**src/rtl/booth_pkg.sv**
```systemverilog
// Shared constants for the sequential radix-2 Booth multiplier.
package booth_pkg;

   localparam logic [0:0] ST_IDLE = 1'b0;
   localparam logic [0:0] ST_RUN  = 1'b1;

   // Booth step selects, indexed by {Q[0], q_1}
   localparam logic [1:0] BOOTH_NOP     = 2'b00;
   localparam logic [1:0] BOOTH_NOP_ALT = 2'b11;
   localparam logic [1:0] BOOTH_ADD     = 2'b01;
   localparam logic [1:0] BOOTH_SUB     = 2'b10;

endpackage

```
**src/rtl/booth_step.sv**
```systemverilog
// One radix-2 Booth step: conditional add/sub of M into A, then an arithmetic
// right shift of {A, Q, q_1}.
module booth_step
   import booth_pkg::*;
#(
   parameter int unsigned WIDTH = 4
) (
   input  logic [WIDTH:0]   a,
   input  logic [WIDTH-1:0] q,
   input  logic             q_1,
   input  logic [WIDTH:0]   m,
   output logic [WIDTH:0]   a_next_c,
   output logic [WIDTH-1:0] q_next_c,
   output logic             q_1_next_c
);

   logic [WIDTH:0] sum;

   always_comb begin
      sum = a;
      case ({q[0], q_1})
         BOOTH_ADD: sum = a + m;
         BOOTH_SUB: sum = a - m;
         default:   sum = a;
      endcase
      // A is one bit wider than the operands, so the sign bit never overflows
      a_next_c   = {sum[WIDTH], sum[WIDTH:1]};
      q_next_c   = {sum[0], q[WIDTH-1:1]};
      q_1_next_c = q[0];
   end

endmodule

```
**src/rtl/booth_mult_seq.sv**
```systemverilog
// Sequential radix-2 Booth multiplier: WIDTH steps per product, start/busy/done.
// Optional one-deep start queue with a ready port under BOOTH_START_QUEUE_EN.
module booth_mult_seq
   import booth_pkg::*;
#(
   parameter int unsigned WIDTH = 4
) (
   input  logic                 clk,
   input  logic                 reset,
   input  logic                 start,
   input  logic [WIDTH-1:0]     multiplicand,
   input  logic [WIDTH-1:0]     multiplier,
   output logic                 busy,
   output logic                 done,
   output logic [2*WIDTH-1:0]   product
`ifdef BOOTH_START_QUEUE_EN
   ,
   output logic                 ready
`endif
);

   localparam int unsigned CW = $clog2(WIDTH + 1);

   logic [0:0]         state, state_nxt;
   logic [WIDTH:0]     a, a_nxt, m, m_nxt;
   logic [WIDTH-1:0]   q, q_nxt;
   logic               q_1, q_1_nxt;
   logic [CW-1:0]      cnt, cnt_nxt;
   logic               done_nxt;
   logic [2*WIDTH-1:0] product_nxt;

   logic [WIDTH:0]     a_step;
   logic [WIDTH-1:0]   q_step;
   logic               q_1_step;

   logic               load;
   logic [WIDTH-1:0]   ld_m, ld_q;

`ifdef BOOTH_START_QUEUE_EN
   logic               pend_vld, pend_vld_nxt;
   logic [WIDTH-1:0]   pend_m, pend_m_nxt, pend_q, pend_q_nxt;

   assign ready = ~pend_vld;
`endif

   assign busy = (state == ST_RUN);

   booth_step #(.WIDTH(WIDTH)) u_step (
      .a          (a),
      .q          (q),
      .q_1        (q_1),
      .m          (m),
      .a_next_c   (a_step),
      .q_next_c   (q_step),
      .q_1_next_c (q_1_step)
   );

   // Next-state, datapath and output logic
   always_comb begin
      state_nxt   = state;
      a_nxt       = a;
      q_nxt       = q;
      q_1_nxt     = q_1;
      m_nxt       = m;
      cnt_nxt     = cnt;
      done_nxt    = 1'b0;
      product_nxt = product;
      load        = 1'b0;
      ld_m        = multiplicand;
      ld_q        = multiplier;
`ifdef BOOTH_START_QUEUE_EN
      pend_vld_nxt = pend_vld;
      pend_m_nxt   = pend_m;
      pend_q_nxt   = pend_q;
`endif

      case (state)
         ST_IDLE: begin
            if (start) load = 1'b1;
         end
         ST_RUN: begin
            a_nxt   = a_step;
            q_nxt   = q_step;
            q_1_nxt = q_1_step;
            cnt_nxt = cnt - CW'(1);
            if (cnt == CW'(1)) begin
               product_nxt = {a_step[WIDTH-1:0], q_step};
               done_nxt    = 1'b1;
               state_nxt   = ST_IDLE;
`ifdef BOOTH_START_QUEUE_EN
               // Chain straight into the next operation with no idle cycle
               if (pend_vld) begin
                  load         = 1'b1;
                  ld_m         = pend_m;
                  ld_q         = pend_q;
                  pend_vld_nxt = 1'b0;
               end else if (start) begin
                  load = 1'b1;
               end
            end else if (start && !pend_vld) begin
               pend_vld_nxt = 1'b1;
               pend_m_nxt   = multiplicand;
               pend_q_nxt   = multiplier;
`endif
            end
         end
      endcase

      if (load) begin
         state_nxt = ST_RUN;
         m_nxt     = {ld_m[WIDTH-1], ld_m};
         a_nxt     = '0;
         q_nxt     = ld_q;
         q_1_nxt   = 1'b0;
         cnt_nxt   = CW'(WIDTH);
      end
   end

   always_ff @(posedge clk or posedge reset) begin
      if (reset) begin
         state   <= ST_IDLE;
         a       <= '0;
         q       <= '0;
         q_1     <= 1'b0;
         m       <= '0;
         cnt     <= '0;
         done    <= 1'b0;
         product <= '0;
      end else begin
         state   <= state_nxt;
         a       <= a_nxt;
         q       <= q_nxt;
         q_1     <= q_1_nxt;
         m       <= m_nxt;
         cnt     <= cnt_nxt;
         done    <= done_nxt;
         product <= product_nxt;
      end
   end

`ifdef BOOTH_START_QUEUE_EN
   always_ff @(posedge clk or posedge reset) begin
      if (reset) begin
         pend_vld <= 1'b0;
         pend_m   <= '0;
         pend_q   <= '0;
      end else begin
         pend_vld <= pend_vld_nxt;
         pend_m   <= pend_m_nxt;
         pend_q   <= pend_q_nxt;
      end
   end
`endif

endmodule

```
**config.mk**
```make
export PLATFORM = sky130hd
export DESIGN_NAME = booth_mult_seq
export DESIGN_NICKNAME = d
export VERILOG_FILES = /design/src/rtl/booth_pkg.sv /design/src/rtl/booth_step.sv /design/src/rtl/booth_mult_seq.sv
export SDC_FILE = /design/constraint.sdc
export NUM_CORES = 1
export LEC_CHECK = 0
export BUFFER_PORTS_ARGS = -buffer_cell sky130_fd_sc_hd__buf_2
export CORE_ASPECT_RATIO = 0.6
export CORE_MARGIN = 3
export CORE_UTILIZATION = 30
export DETAILED_ROUTE_END_ITERATION = 8
export GPL_ROUTABILITY_DRIVEN = 0
export PLACE_DENSITY_LB_ADDON = 0.2
export SLEW_MARGIN = 20
export SYNTH_ARGS = -nofsm -noshare
export SYNTH_HDL_FRONTEND = slang
export SYNTH_SLANG_ARGS = --single-unit
export TNS_END_PERCENT = 5
```
**constraint.sdc**
```tcl
create_clock -name clk -period 3.5 [get_ports clk]
set_input_delay 0.35 -clock clk [delete_from_list [all_inputs] [get_ports clk]]
set_output_delay 0.35 -clock clk [all_outputs]
set_load 0.1 [all_outputs]
```
==> results.md <==
* Largest net degree at the start of global routing at 27
* Final #Nets at 182
* Overall via count from detail_route at 992
* Yosys top cell area share at 46.8%
* FP Rows at 18
* Number of port buffers at 20
* Final cycle utilization of the critical path at 68.5%
* H-tree levels at 1
* Critical Path AT at 2.56 ns
* Layout cells sized above 1 at 18.6%
* Cells after Synth at 143
* GRT overflow at 0
* Fin Setup TNS at 0 ns
* Clk_skew at 0.00125 ns
* Yosys cell types at 29
* Chip Height at 58.8 um
* Syn_nets at 163
* Cell family with most CP delay: adder cells
* Core Box Area at 4280 um2
* Max-Cap Viols at 0
* Fill cell count at 456
* CP Max Fanout at 5
* Unrepaired setup endpoints after global routing: no
* Reg clk slew, reported paths at 0.09 ns
* Critical Path RT at 3.67 ns
* Dominant synthesized flop cell: dfrtp_1
* Number of hold buffers added after CTS at 0
* Die width at 93.9 um
* Final hold vios at 0
* Io pins at 21
* Ys async rst share at 100%
* Final Setup Violations at 0
* #FFs+latches synth at 26
* Crit path kind: reg2reg
* Die ar. at 5520 um2
* Clk_lat worst skew at 0.27 ns
* Slew @ Worst Pin at 0.923 ns
* Ys Warns at 0
* First-pass GRT wire length at 4.52 mm
* CP max stage cell: fa_1
* Dominant cells by area after synthesis: dfrtp_1, ha_1, nand2_1
* DPL Wire Length at 2.06 mm
* Critical path capture point type: register
* Final Max Slew Viols at 0
* Status: finished, final reports clean
* TritonRoute pass-1 iters at 4
* Drt wl/cell at 12.3 um
* Final min period at 2.40 ns
* Initial Util at 32.5%
* Vias/cell at 4.49
* Final wirelength at 2.71 mm
* Type of origin of the critical path: register
* Final antenna-violating net count at 0
* Cts bufs inserted at 3
* Cells along the critical path: inv_1 > ha_1 > mux2_2 > fa_1 > nand2b_1 > a21oi_1 > xnor2_1 > mux2i_1 > nand2_1
* DRC errors left at 0
* Post-CTS sizing at 0
* Avg Inst Size Synth at 9.73 um2
* # diodes at 0
* WP buf/inv at 1
* Slowest stage delay, CP at 0.44 ns
* Fmax at 417 MHz
* Cell area after synthesis at 1390 um2
* Slew headroom at 38.1%
* Syn-to-layout area delta at 13.6%
* Post-synthesis sequential area ratio at 46.8%
* Post-CTS Setup Bufs at 0
* Hold crit path type: in2async
* Drt initial violations at 48
* Root Buffer: clkbuf_8
* Initial antenna violation count at 0
* Number of synthesized flops with an enable pin at 0
* Number of global-route vias before repair at 917
* Total global-route track usage at 10.6%
* Clock tree buffer depth at 2
* Dominant cell type by area after synthesis: dfrtp_1
* TritonCTS clock tree: yes
* CTS sink cnt at 26
## layout by cell type, fill, tap and decap left out, drive strengths merged
| cell | count |
|---|---|
| dfrtp | 26 |
| mux2i | 7 |
| xor2 | 2 |
| o31ai | 3 |
| mux2 | 4 |
| nor3b | 1 |
| a21oi | 9 |
| clkbuf | 4 |
| and3 | 1 |
| buf | 20 |
| or2 | 2 |
| and2 | 1 |
| a21o | 1 |
| xnor2 | 3 |
| nand2 | 21 |
| nor2 | 10 |
| ha | 8 |
| clkinv | 2 |
| a211oi | 1 |
| o21ai | 10 |
| nor3 | 2 |
| fa | 1 |
| nand2b | 7 |
| a31oi | 2 |
| inv | 10 |
| nor2b | 3 |
## sequential cells by signal, indices dropped and copies added (netlist names)
name     count
product      8
a            4
m            4
q            4
cnt          3
busy         1
done         1
q_1          1
## cells by family after synthesis
family,synth area share (%)
AO/OA/AOI/OAI,10.7
XOR/XNOR,3.15
adder cells (fa/ha/maj),8.63
buffers and inverters,6.56
flip-flops,46.8
multiplexers,8.27
AND/OR/NAND/NOR,15.9
## final timing paths
path                                 startpoint          to  slack (ns)  cells past startpoint
worst max-delay path                        q_1  product[7]        1.10                      9
worst min-delay path                      reset  product[2]        0.15                      2
worst max register to register              q_1  product[7]        1.10                      9
worst min register to register           cnt[2]      cnt[2]        0.48                      1
max in group asynchronous                 reset        m[0]        2.92                      2
min in group clk                multiplicand[1]        m[1]        0.28                      3
## final cells by class
type,count,area (um2),area share (%)
multi-input cells,99,649,41.1
well taps,60,75.1,4.75
clock buffers,4,55.1,3.48
flip-flops and latches,26,651,41.2
inverters,12,50.0,3.17
repair buffers,20,100,6.33
## routing by layer
layer / routed length [um] / part of all wire, % / GRT usage (%)
met1: 1540 / 57 / 16.5
met2: 992 / 37 / 14.2
met3: 145 / 5.3 / 2.81
met5: 0 / 0 / 0
met4: 28 / 1.0 / 3.09
## cells in the mapped netlist (all sizes together), types with 2 or more instances
cell type and number:
xor2 2, dfrtp 26, nand2b 7, inv 11, nor3 2, buf 5
nor2 10, o31ai 3, nor2b 3, o21ai 10, a31oi 2, nand2 21
ha 8, mux2i 7, or2 2, a21oi 9, mux2 4, xnor2 3
## per-stage QoR
stage,hold WS (ns),setup WS (ns),cells,util [%],cell area (um2)
final,0.153,1.10,221,36.9,1580
after global routing,0.215,0.971,221,36.9,1580
after CTS,0.272,1.10,221,36.9,1580
after detailed placement,0.464,1.15,217,35.6,1530
after global placement,0.455,1.18,217,35.6,1530
after floorplan,0.390,1.29,143,-,1390
Power is not shown: default switching activity piles up to over one toggle a cycle in this logic, so the estimate is an artifact.
